[config.mk]
export PLATFORM = sky130hd
export DESIGN_NAME = wave_gen_nco
export DESIGN_NICKNAME = d
export VERILOG_FILES = /design/src/rtl/wave_gen_pkg.sv /design/src/rtl/wave_gen_shape.sv /design/src/rtl/wave_gen_nco.sv
export SDC_FILE = /design/constraint.sdc
export NUM_CORES = 1
export LEC_CHECK = 0
export BUFFER_PORTS_ARGS = -buffer_cell sky130_fd_sc_hd__buf_2
export CORE_UTILIZATION = 55
export DETAILED_ROUTE_END_ITERATION = 10
export GPL_ROUTABILITY_DRIVEN = 0
export GPL_TIMING_DRIVEN = 0
export PLACE_DENSITY = 0.89
export SLEW_MARGIN = 15
export SYNTH_ARGS = -nofsm -noshare
export SYNTH_HDL_FRONTEND = slang
export SYNTH_SLANG_ARGS = --single-unit
[constraint.sdc]
create_clock -name clk -period 3.8 [get_ports clk]
set_clock_uncertainty 0.2 [all_clocks]
set_input_delay 0.19 -clock clk [delete_from_list [all_inputs] [get_ports clk]]
set_output_delay 0.19 -clock clk [all_outputs]
set_load 0.02 [all_outputs]
[src/rtl/wave_gen_pkg.sv]
// Shared mode encodings and index-slice helpers for the NCO waveform generator.
package wave_gen_pkg;

    localparam logic [1:0] MODE_ZERO = 2'b00;
    localparam logic [1:0] MODE_SAW  = 2'b01;
    localparam logic [1:0] MODE_TRI  = 2'b10;
    localparam logic [1:0] MODE_SQR  = 2'b11;

    localparam int DEF_WIDTH   = 8;
    localparam int DEF_PHASE_W = 16;

    // Lowest accumulator bit that feeds the sample index (index = top WIDTH bits).
    function automatic int idx_lsb(input int phase_w, input int width);
        return phase_w - width;
    endfunction

endpackage

[src/rtl/wave_gen_shape.sv]
// Combinational per-sample waveform function F(mode, idx, duty).
// Stateless, so table generators can reuse it directly.
module wave_gen_shape
    import wave_gen_pkg::*;
#(
    parameter int WIDTH = DEF_WIDTH
) (
    input  logic [1:0]       mode,
    input  logic [WIDTH-1:0] idx,
    input  logic [WIDTH-1:0] duty,
    output logic [WIDTH-1:0] shape
);

    logic [WIDTH-1:0] tri_fold;

    // Triangle = idx shifted left, inverted on the falling half (idx MSB set).
    genvar gi;
    generate
        for (gi = 0; gi < WIDTH; gi++) begin : g_fold
            if (gi == 0) begin : g_lsb
                assign tri_fold[gi] = idx[WIDTH-1];
            end else begin : g_upper
                assign tri_fold[gi] = idx[gi-1] ^ idx[WIDTH-1];
            end
        end
    endgenerate

    always_comb begin
        shape = '0;
        case (mode)
            MODE_SAW: shape = idx;
            MODE_TRI: shape = tri_fold;
            MODE_SQR: shape = (idx < duty) ? {WIDTH{1'b1}} : {WIDTH{1'b0}};
            default:  shape = '0;
        endcase
    end

endmodule

[src/rtl/wave_gen_nco.sv]
// Phase-accumulator waveform generator with mode switching at period boundaries.
// Optional amplitude scaling stage enabled by defining WAVE_GEN_AMP_EN.
module wave_gen_nco
    import wave_gen_pkg::*;
#(
    parameter int WIDTH   = DEF_WIDTH,
    parameter int PHASE_W = DEF_PHASE_W
) (
    input  logic               clk,
    input  logic               rst_n,
    input  logic               en,
    input  logic               sync_clr,
    input  logic [1:0]         f,
    input  logic [PHASE_W-1:0] step,
    input  logic [WIDTH-1:0]   duty,
`ifdef WAVE_GEN_AMP_EN
    input  logic [WIDTH-1:0]   amp,
`endif
    output logic [WIDTH-1:0]   value,
    output logic               valid,
    output logic               wrap
);

    localparam int IDX_LSB = idx_lsb(PHASE_W, WIDTH);

    logic [PHASE_W-1:0] acc_reg;
    logic [1:0]         mode_reg;
    logic [WIDTH-1:0]   value_reg;
    logic               valid_reg;
    logic               wrap_reg;

    logic [PHASE_W:0]   sum;
    logic [WIDTH-1:0]   idx;
    logic [WIDTH-1:0]   shape;

    assign sum = {1'b0, acc_reg} + {1'b0, step};
    assign idx = acc_reg[PHASE_W-1:IDX_LSB];

    wave_gen_shape #(.WIDTH(WIDTH)) u_shape (
        .mode  (mode_reg),
        .idx   (idx),
        .duty  (duty),
        .shape (shape)
    );

    // While running, a new mode is only taken on the carry so the current
    // period always finishes in the old shape.
    always_ff @(posedge clk or negedge rst_n) begin
        if (!rst_n) begin
            acc_reg   <= '0;
            mode_reg  <= MODE_ZERO;
            value_reg <= '0;
            valid_reg <= 1'b0;
            wrap_reg  <= 1'b0;
        end else if (sync_clr) begin
            acc_reg   <= '0;
            mode_reg  <= f;
            value_reg <= '0;
            valid_reg <= 1'b0;
            wrap_reg  <= 1'b0;
        end else if (en) begin
            acc_reg   <= sum[PHASE_W-1:0];
            wrap_reg  <= sum[PHASE_W];
            value_reg <= shape;
            valid_reg <= 1'b1;
            if (sum[PHASE_W]) begin
                mode_reg <= f;
            end
        end else begin
            valid_reg <= 1'b0;
            wrap_reg  <= 1'b0;
            mode_reg  <= f;
        end
    end

`ifdef WAVE_GEN_AMP_EN
    logic [2*WIDTH-1:0] product;
    logic [WIDTH-1:0]   value_amp_reg;
    logic               valid_amp_reg;
    logic               wrap_amp_reg;

    assign product = {{WIDTH{1'b0}}, value_reg} * {{WIDTH{1'b0}}, amp};

    always_ff @(posedge clk or negedge rst_n) begin
        if (!rst_n) begin
            value_amp_reg <= '0;
            valid_amp_reg <= 1'b0;
            wrap_amp_reg  <= 1'b0;
        end else if (sync_clr) begin
            value_amp_reg <= '0;
            valid_amp_reg <= 1'b0;
            wrap_amp_reg  <= 1'b0;
        end else begin
            value_amp_reg <= WIDTH'(product >> WIDTH);
            valid_amp_reg <= valid_reg;
            wrap_amp_reg  <= wrap_reg;
        end
    end

    assign value = value_amp_reg;
    assign valid = valid_amp_reg;
    assign wrap  = wrap_amp_reg;
`else
    assign value = value_reg;
    assign valid = valid_reg;
    assign wrap  = wrap_reg;
`endif

endmodule

==> results of run 1 <==
==> layout make-up <==
class | instances | area (um2)
Sequential cell | 28 | 701
Multi-Input combinational cell | 192 | 1400
Timing Repair Buffer | 42 | 230
Clock buffer | 4 | 55.1
Fill cell | 322 | 1210
Tap cell | 48 | 60.1
Buffer | 10 | 47.5
Inverter | 11 | 41.3
==> cell usage in the layout (no fill, tap or decap), types with 2 or more instances in the layout <==
cell type	count
a211oi_1	3
a21o_1	4
a21oi_1	14
a22oi_1	8
a31oi_1	2
and3_1	2
and3_2	2
buf_2	38
clkbuf_1	8
clkbuf_8	5
dfrtp_1	28
dlygate4sd3_1	4
ha_1	23
inv_1	11
mux2_4	2
mux2i_1	7
nand2_1	17
nand2b_1	7
nand3_1	4
nand4_1	2
nand4b_1	2
nor2_1	20
nor2b_1	4
nor3_1	3
o21a_1	2
o21ai_0	25
o22ai_1	4
or3_1	2
xnor2_1	8
xor2_1	9
==> how the worst max path moves through the flow <==
stage | startpoint | to | slack, ns | cells after the start
finish | acc_reg[0] | mode_reg[1] | 0.80 | 8
global route | acc_reg[0] | mode_reg[0] | 0.68 | 8
CTS | acc_reg[0] | mode_reg[1] | 0.81 | 8
detailed placement | acc_reg[0] | mode_reg[1] | 0.83 | 8
global placement | acc_reg[0] | mode_reg[0] | 0.85 | 8
floorplan | acc_reg[0] | mode_reg[0] | 1.05 | 8
==> timing repair <==
action | in CTS | in global routing
endpoints found under the hold margin | 31 | 0
resized for setup | 0 | 0
hold buffers | 4 | 0
==> power by group through the flow <==
stage / combinational, mW / sequential [mW] / clock [mW]
after detailed placement: 0.451 / 0.394 / 0
after floorplan: 0.335 / 0.401 / 0
after global routing: 0.512 / 0.395 / 0.200
final: 0.462 / 0.389 / 0.191
after global placement: 0.437 / 0.391 / 0
after CTS: 0.459 / 0.388 / 0.191
==> routing by layer <==
layer / vias to the layer above / global-route usage [%]
li1: 974 / -
met1: 931 / 31.3
met2: 58 / 43.0
met3: 7 / 1.58
met4: 0 / 4.08
met5: - / 0
==> worst register-to-register path: stages (launching register included) <==
cell	delay (ns)
dfrtp_1	0.39
ha_1	0.20
fa_1	0.41
a21o_1	0.20
a221oi_2	0.40
o41a_1	0.28
a31oi_1	0.13
or3_4	0.38
mux2_4	0.31
==> cell families after synthesis <==
| group | after synthesis |
|---|---|
| multiplexers | 9 |
| adder cells (fa/ha/maj) | 24 |
| AND/OR/NAND/NOR | 70 |
| flip-flops | 28 |
| AO/OA/AOI/OAI | 72 |
| buffers and inverters | 21 |
| XOR/XNOR | 17 |
==> per-stage QoR <==
stage / std cells / area, um2 / hold WS (ns) / util, % / power (mW)
detailed placement: 327 / 2440 / 0.0540 / 65.1 / 0.846
CTS: 335 / 2530 / 0.100 / 67.6 / 1.04
floorplan: 241 / 2190 / -0.306 / - / 0.735
global route: 335 / 2530 / 0.108 / 67.6 / 1.11
finish: 335 / 2530 / 0.0910 / 67.6 / 1.04
global placement: 327 / 2440 / 0.0449 / 65.1 / 0.828
==> impl_metrics.ini, run 1 <==
[clocking]
post_cts_buffers = 0
ctsRootBufferMaster = clkbuf_8
cts_tree = done
clk_pin_slew_ns = 0.10
numCtsBuffers = 3
h-tree-depth = 1
clock_latency_ns = 0.28
cts_sinks = 28
clock_path_buffers = 2

[power]
powerDensity_mw_per_mm2 = 411
p_seq_share_pct = 37.4
switchingPower_mw = 0.397
comb_power_share_pct = 44.3
switching_share_pct = 38.1
leakage_nw = 1.30
ir_worst_vdd_mv = 0.216
internal_power_mw = 0.644
power_frac_clock_pct = 18.3

[worst_setup_path]
start_kind = flop
rr_worst_depth = 8
path_delay_family = compound AO/OA/AOI/OAI gates
endpoint_kind = flop
worstPathMaxFanout = 4
r2r_end = mode_reg[1]
arrival_ns = 2.98
cp_slowest_cell = fa_1
reg2reg_from = acc_reg[0]
crit_chain = ha_1 -> fa_1 -> a21o_1 -> a221oi_2 -> o41a_1 -> a31oi_1 -> or3_4 -> mux2_4
crit_type = flop to flop
critical_path_buf_inv_count = 0
cp.required_ns = 3.77
rrSetupSlack_ns = 0.80
crit_path_max_incr_delay_ns = 0.41

[min_path]
min_path_cells = 4
holdPathEnd = acc_reg[0]
hp-start = step[0]
worstHoldPathType = input port to flop

[sta]
fin_crit_ns = 3.00
tightestPinTransition_ns = 0.662
max_slew_margin_pct = 55.9
rsz0062_at_grt = no
min_period_over_period_pct = 79.1
tns_ns = 0
setup_viol = 0
setup_slack_ns = 0.795
hold_viol_final = 0
max_freq_ghz = 0.333
finalMaxSlewViolations = 0

[synthesis]
synthTopCellsByCount = dfrtp_1 (28), o21ai_0 (25), ha_1 (23)
yosys_warnings = 0
syn-num-nets = 295
synth_top_family_by_area = compound AO/OA/AOI/OAI gates
avgSynthCellArea_um2 = 9.08
yosysSeqAreaShare_pct = 32.0
synth-simple-area-share_pct = 16.3
synthDistinctLibCells = 45
synth_fa_ha_area_share_pct = 14.1
yosys.area.top_type = dfrtp_1
synth_compound_area_share_pct = 22.1
synth-edff-count = 0
synth.area.top_cells = dfrtp_1 (32%), ha_1 (13%), o21ai_0 (5.7%)
syn_area_mm2 = 0.00219
yosysMostFrequentCell = dfrtp_1
ys_seq_elements = 28
synth_flop_cell = dfrtp_1
synth_top_cell_area_share_pct = 32.0
synthXorXnorAreaFrac_pct = 6.81
postSynthCellCount = 241
ys_async_sr_fraction_pct = 100
muxShareOfSynthArea_pct = 4.58

[cells_and_area]
area_growth_pct = 15.8
fin_nets = 342
largest_register_ffs = 16
drive_above_1_share_pct = 18.8
diodes = 0

[drt]
dr.pass1.iters = 4
ant_nets = 0
totalWireLength_um = 4890
highest_layer = met4
drt-initial-drc-count = 154
viasPerCell = 5.88
wl_met2_um = 2450
dr_wl_met3_um = 179
wl_met1_um = 2210
drc_errors = 0
vias = 1970
wl_per_cell_um = 14.6

[place]
portBuffers = 38
pre_cts_ws_ns = 0.828
hpwlAfterDp_um = 3610

[outcome]
status = complete, no violations

[global_route]
grt_pass1_wl_um = 7980
antenna_found_initial = 0
grt_use_total_pct = 23.8
grt_pass1_vias = 1828
gr-total-overflow = 0
grt_max_degree = 29

[run]
max_cap_viol_count = 0

[floorplan]
dieHeight_um = 65.1
core_area_mm2 = 0.00374
die-area_mm2 = 0.00423
rows = 22
num_io_pins = 40
initial_utilization_pct = 58.4
die_x_um = 65.1
No activity file was read; power rests on OpenSTA's default activity.
==> inputs of run 2 (changes only) <==
--- a/config.mk
+++ b/config.mk
@@ -6,11 +6,11 @@
 export NUM_CORES = 1
 export LEC_CHECK = 0
 export BUFFER_PORTS_ARGS = -buffer_cell sky130_fd_sc_hd__buf_2
-export CORE_UTILIZATION = 55
+export CORE_UTILIZATION = 51
 export DETAILED_ROUTE_END_ITERATION = 10
 export GPL_ROUTABILITY_DRIVEN = 0
 export GPL_TIMING_DRIVEN = 0
-export PLACE_DENSITY = 0.89
+export PLACE_DENSITY = 0.87
 export SLEW_MARGIN = 15
 export SYNTH_ARGS = -nofsm -noshare
 export SYNTH_HDL_FRONTEND = slang
==> constraint.sdc (replaced) <==
create_clock -name clk -period 2.5 [get_ports clk]
set_clock_uncertainty 0.2 [all_clocks]
set_input_delay 0.125 -clock clk [delete_from_list [all_inputs] [get_ports clk]]
set_output_delay 0.125 -clock clk [all_outputs]
set_load 0.02 [all_outputs]
==> impl_metrics.ini, run 2 (same netlist as run 1, synthesis figures left out) <==
[worst_setup_path]
critical_path_buf_inv_count = 0
worstPathMaxFanout = 2
crit_chain = ha_2 -> fa_2 -> a21o_1 -> a221oi_4 -> o41a_1 -> a31oi_2 -> or3_4 -> mux2_4
start_kind = flop
arrival_ns = 2.69
crit_type = flop to flop
crit_path_max_incr_delay_ns = 0.40
cp.required_ns = 2.48
endpoint_kind = flop
cp_slowest_cell = dfrtp_1
path_delay_family = compound AO/OA/AOI/OAI gates

[clocking]
cts_sinks = 28
cts_tree = done
clock_path_buffers = 2
numCtsBuffers = 3
clk_pin_slew_ns = 0.11
ctsRootBufferMaster = clkbuf_8
clock_latency_ns = 0.28
h-tree-depth = 1

[cells_and_area]
layout_commonest_cell = buf_2
fin_nets = 353
mostFrequentLayoutCells = buf_2 (38), dfrtp_1 (27), o21ai_0 (22)
largest_register_ffs = 16
final_util_pct = 66.5
diodes = 0
drive_above_1_share_pct = 25.8
fillerInstances = 306
area_growth_pct = 23.5

[drt]
totalWireLength_um = 5490
drc_errors = 0
ant_nets = 0
wl_per_cell_um = 15.8
viasPerCell = 5.78
vias = 2011
drt-initial-drc-count = 161
dr.pass1.iters = 4

[power]
leakage_nw = 1.36
powerDensity_mw_per_mm2 = 650
ir_worst_vdd_mv = 0.268

[floorplan]
rows = 23
die-area_mm2 = 0.00455
initial_utilization_pct = 53.9
dieHeight_um = 67.5
num_io_pins = 40
core_area_mm2 = 0.00406
die_x_um = 67.5

[outcome]
violations = setup timing
status = complete, but fails checks

[sta]
finalMaxSlewViolations = 0
setup_viol = 4
tns_ns = -0.528
max_slew_margin_pct = 52.6
max_freq_ghz = 0.368
fin_crit_ns = 2.72
setup_slack_ns = -0.218
min_period_over_period_pct = 109
rsz0062_at_grt = yes
tightestPinTransition_ns = 0.711
hold_viol_final = 0

[global_route]
grt_pass1_wl_um = 8830
grt_max_degree = 29
grt_use_total_pct = 25.9
gr-total-overflow = 0
antenna_found_initial = 0
grt_pass1_vias = 1893

[run]
max_cap_viol_count = 0

[min_path]
worstHoldPathType = input port to flop

[place]
portBuffers = 38
hpwlAfterDp_um = 3670
run 2: cell type report:
cell class	instances	area, um2	share of cell area (%)
flip-flops and latches	28	702	26.0
repair buffers	53	317	11.7
clock buffers	3	41.3	1.53
well taps	50	62.6	2.32
plain buffers	10	47.5	1.76
multi-input cells	192	1460	54.0
inverters	11	41.3	1.53
clock inverters	1	30.0	1.11
run 2: stage by stage:
stage	instance area, um2	hold slack (ns)	total power, mW	setup WS (ns)	cells
detailed placement	2460	-0.0116	1.29	-0.405	329
floorplan	2200	-0.371	1.12	-0.172	241
global route	2700	0.0623	1.87	-0.277	348
finish	2700	0.0352	1.76	-0.218	348
global placement	2460	-0.0235	1.27	-0.347	329
CTS	2640	0.0402	1.70	-0.204	345
run 2: per-layer routing:
layer / GRT usage (%) / vias up / wire, um
li1: - / 986 / -
met1: 33.5 / 956 / 2400
met2: 43.9 / 67 / 2810
met3: 3.89 / 2 / 253
met4: 8.24 / 0 / 29
met5: 0 / - / 0
run 2: repair_timing:
action,in CTS,in global routing
gates cloned,0,0
pin swaps,6,3
hold buffers,4,0
hold endpoints to repair,31,0
gates resized for setup,2,12
endpoints found under the setup margin,4,7
buffers inserted,8,3
run 2: where the power goes:
| group | switching (mW) | leakage [nW] | internal, mW |
|---|---|---|---|
| clock | 0.160 | 0.0357 | 0.215 |
| combinational | 0.427 | 0.963 | 0.359 |
| sequential | 0.0721 | 0.364 | 0.523 |
| total | 0.659 | 1.36 | 1.10 |
run 2: final timing paths:
kind | startpoint | to | slack (ns) | depth (start not counted)
setup / recovery | acc_reg[0] | mode_reg[1] | -0.22 | 8
hold / removal | step[15] | wrap | 0.04 | 4
setup reg to reg | acc_reg[0] | mode_reg[1] | -0.22 | 8
hold reg to reg | acc_reg[7] | acc_reg[7] | 0.33 | 2
max in group asynchronous | rst_n | acc_reg[8] | 1.46 | 2
min in group asynchronous | rst_n | mode_reg[0] | 0.19 | 2
run 2: worst reg2reg max path, cell delays in order (launching register included):
cell and delay (ns):
dfrtp_1 0.40, ha_2 0.19, fa_2 0.35, a21o_1 0.20, a221oi_4 0.26, o41a_1 0.21
a31oi_2 0.12, or3_4 0.38, mux2_4 0.31
==> inputs of run 3 (changes only) <==
--- a/config.mk
+++ b/config.mk
@@ -10,6 +10,7 @@
 export DETAILED_ROUTE_END_ITERATION = 10
 export GPL_ROUTABILITY_DRIVEN = 0
 export GPL_TIMING_DRIVEN = 0
+export MAX_ROUTING_LAYER = met4
 export PLACE_DENSITY = 0.87
 export SLEW_MARGIN = 15
 export SYNTH_ARGS = -nofsm -noshare
==> impl_metrics.ini, run 3 (same netlist as run 1, synthesis figures left out) <==
[power]
power_frac_clock_pct = 21.3
p_seq_share_pct = 33.9
ir_worst_vdd_mv = 0.268
comb_power_share_pct = 44.8
leakage_nw = 1.36
switching_share_pct = 37.5
powerDensity_mw_per_mm2 = 650
switchingPower_mw = 0.659
power_mw = 1.75
internal_power_mw = 1.10

[global_route]
antenna_found_initial = 0
grt_pass1_wl_um = 8840
gr-total-overflow = 0
grt_pass1_vias = 1903
grt_max_degree = 29
grt_use_total_pct = 26.7

[sta]
holdWs_ns = 0.0364
finalMaxSlewViolations = 0
fin_crit_ns = 2.72
max_slew_margin_pct = 54.1
tightestPinTransition_ns = 0.689
hold_viol_final = 0
max_freq_ghz = 0.368
min_period_over_period_pct = 109
setup_slack_ns = -0.217
rsz0062_at_grt = yes
setup_viol = 4

[worst_setup_path]
cp.required_ns = 2.48
endpoint_kind = flop
crit_type = flop to flop
start_kind = flop
worstPathMaxFanout = 2
arrival_ns = 2.69

[outcome]
violations = setup timing
status = complete, but fails checks

[clocking]
clock_path_buffers = 2
ctsRootBufferMaster = clkbuf_8
cts_sinks = 28
cts_tree = done
clock_latency_ns = 0.28
h-tree-depth = 1
numCtsBuffers = 3
clk_pin_slew_ns = 0.11

[cells_and_area]
final_area_mm2 = 0.00270
drive_above_1_share_pct = 25.8
diodes = 0
fillerInstances = 306
mostFrequentLayoutCells = buf_2 (38), dfrtp_1 (27), o21ai_0 (22)
area_growth_pct = 23.5
final_cells = 348
layout_commonest_cell = buf_2
largest_register_ffs = 16
fin_nets = 353

[drt]
wl_per_cell_um = 15.8
totalWireLength_um = 5490
dr.pass1.iters = 4
drt-initial-drc-count = 198
viasPerCell = 5.84
vias = 2033
ant_nets = 0
drc_errors = 0

[place]
dpl_cell_area_mm2 = 0.00246
hpwlAfterDp_um = 3670
placed_cells = 329
portBuffers = 38

[floorplan]
dieHeight_um = 67.5
die-area_mm2 = 0.00455
die_x_um = 67.5
initial_utilization_pct = 53.9
rows = 23
num_io_pins = 40
core_area_mm2 = 0.00406

[run]
max_cap_viol_count = 0

[min_path]
worstHoldPathType = input port to flop
[run 3: path summary, 6_finish.rpt]
kind,endpoint,slack (ns),startpoint,cells past startpoint
worst max-delay path,mode_reg[1],-0.22,acc_reg[0],8
worst min-delay path,wrap,0.04,step[15],4
worst max register to register,mode_reg[1],-0.22,acc_reg[0],8
worst min register to register,acc_reg[7],0.33,acc_reg[7],2
max in group asynchronous,acc_reg[8],1.48,rst_n,2
min in group asynchronous,mode_reg[0],0.18,rst_n,2
[run 3: worst max-delay path: stages, from the launching register on]
cell and delay [ns]:
dfrtp_1 0.40, ha_2 0.19, fa_2 0.34, a21o_1 0.20
a221oi_4 0.26, o41a_1 0.21, a31oi_2 0.12, or3_4 0.38
mux2_4 0.31
[run 3: layout make-up]
type	instances	area (um2)	share of cell area, %
inverter	11	41.3	1.53
timing repair buffer	53	317	11.7
clock buffer	3	41.3	1.53
sequential	28	702	26.0
multi-input combinational	192	1460	54.0
clock inverter	1	30.0	1.11
buffer	10	47.5	1.76
tap	50	62.6	2.32
[run 3: repair_timing]
action | CTS | global route
gates cloned | 0 | 0
gates resized for setup | 2 | 12
buffers inserted | 8 | 3
endpoints found under the setup margin | 4 | 7
hold endpoints to repair | 31 | 0
pin swaps | 6 | 3
hold buffers | 4 | 0
[run 3: power groups by stage]
stage	registers, mW	clock network (mW)	logic, mW
6_report	0.595	0.374	0.786
5_1_grt	0.602	0.396	0.874
4_1_cts	0.591	0.370	0.743
3_5_place_dp	0.600	0	0.694
3_3_place_gp	0.596	0	0.671
2_1_floorplan	0.610	0	0.512
[run 3: per-layer routing]
layer	vias up	share of wire [%]	track usage [%]
met1	968	43	33.2
met5	-	0	-
met2	70	51	44.2
li1	984	-	-
met4	0	1.3	8.24
met3	11	4.5	4.05
[run 3: stage by stage]
stage          utilization, %  setup slack [ns]  TNS, ns
6_report                 66.5            -0.217   -0.536
4_1_cts                  65.1            -0.204   -0.396
5_1_grt                  66.5            -0.277   -0.902
2_1_floorplan               -            -0.172   -0.344
3_3_place_gp             60.6            -0.347   -0.755
3_5_place_dp             60.6            -0.405   -0.918
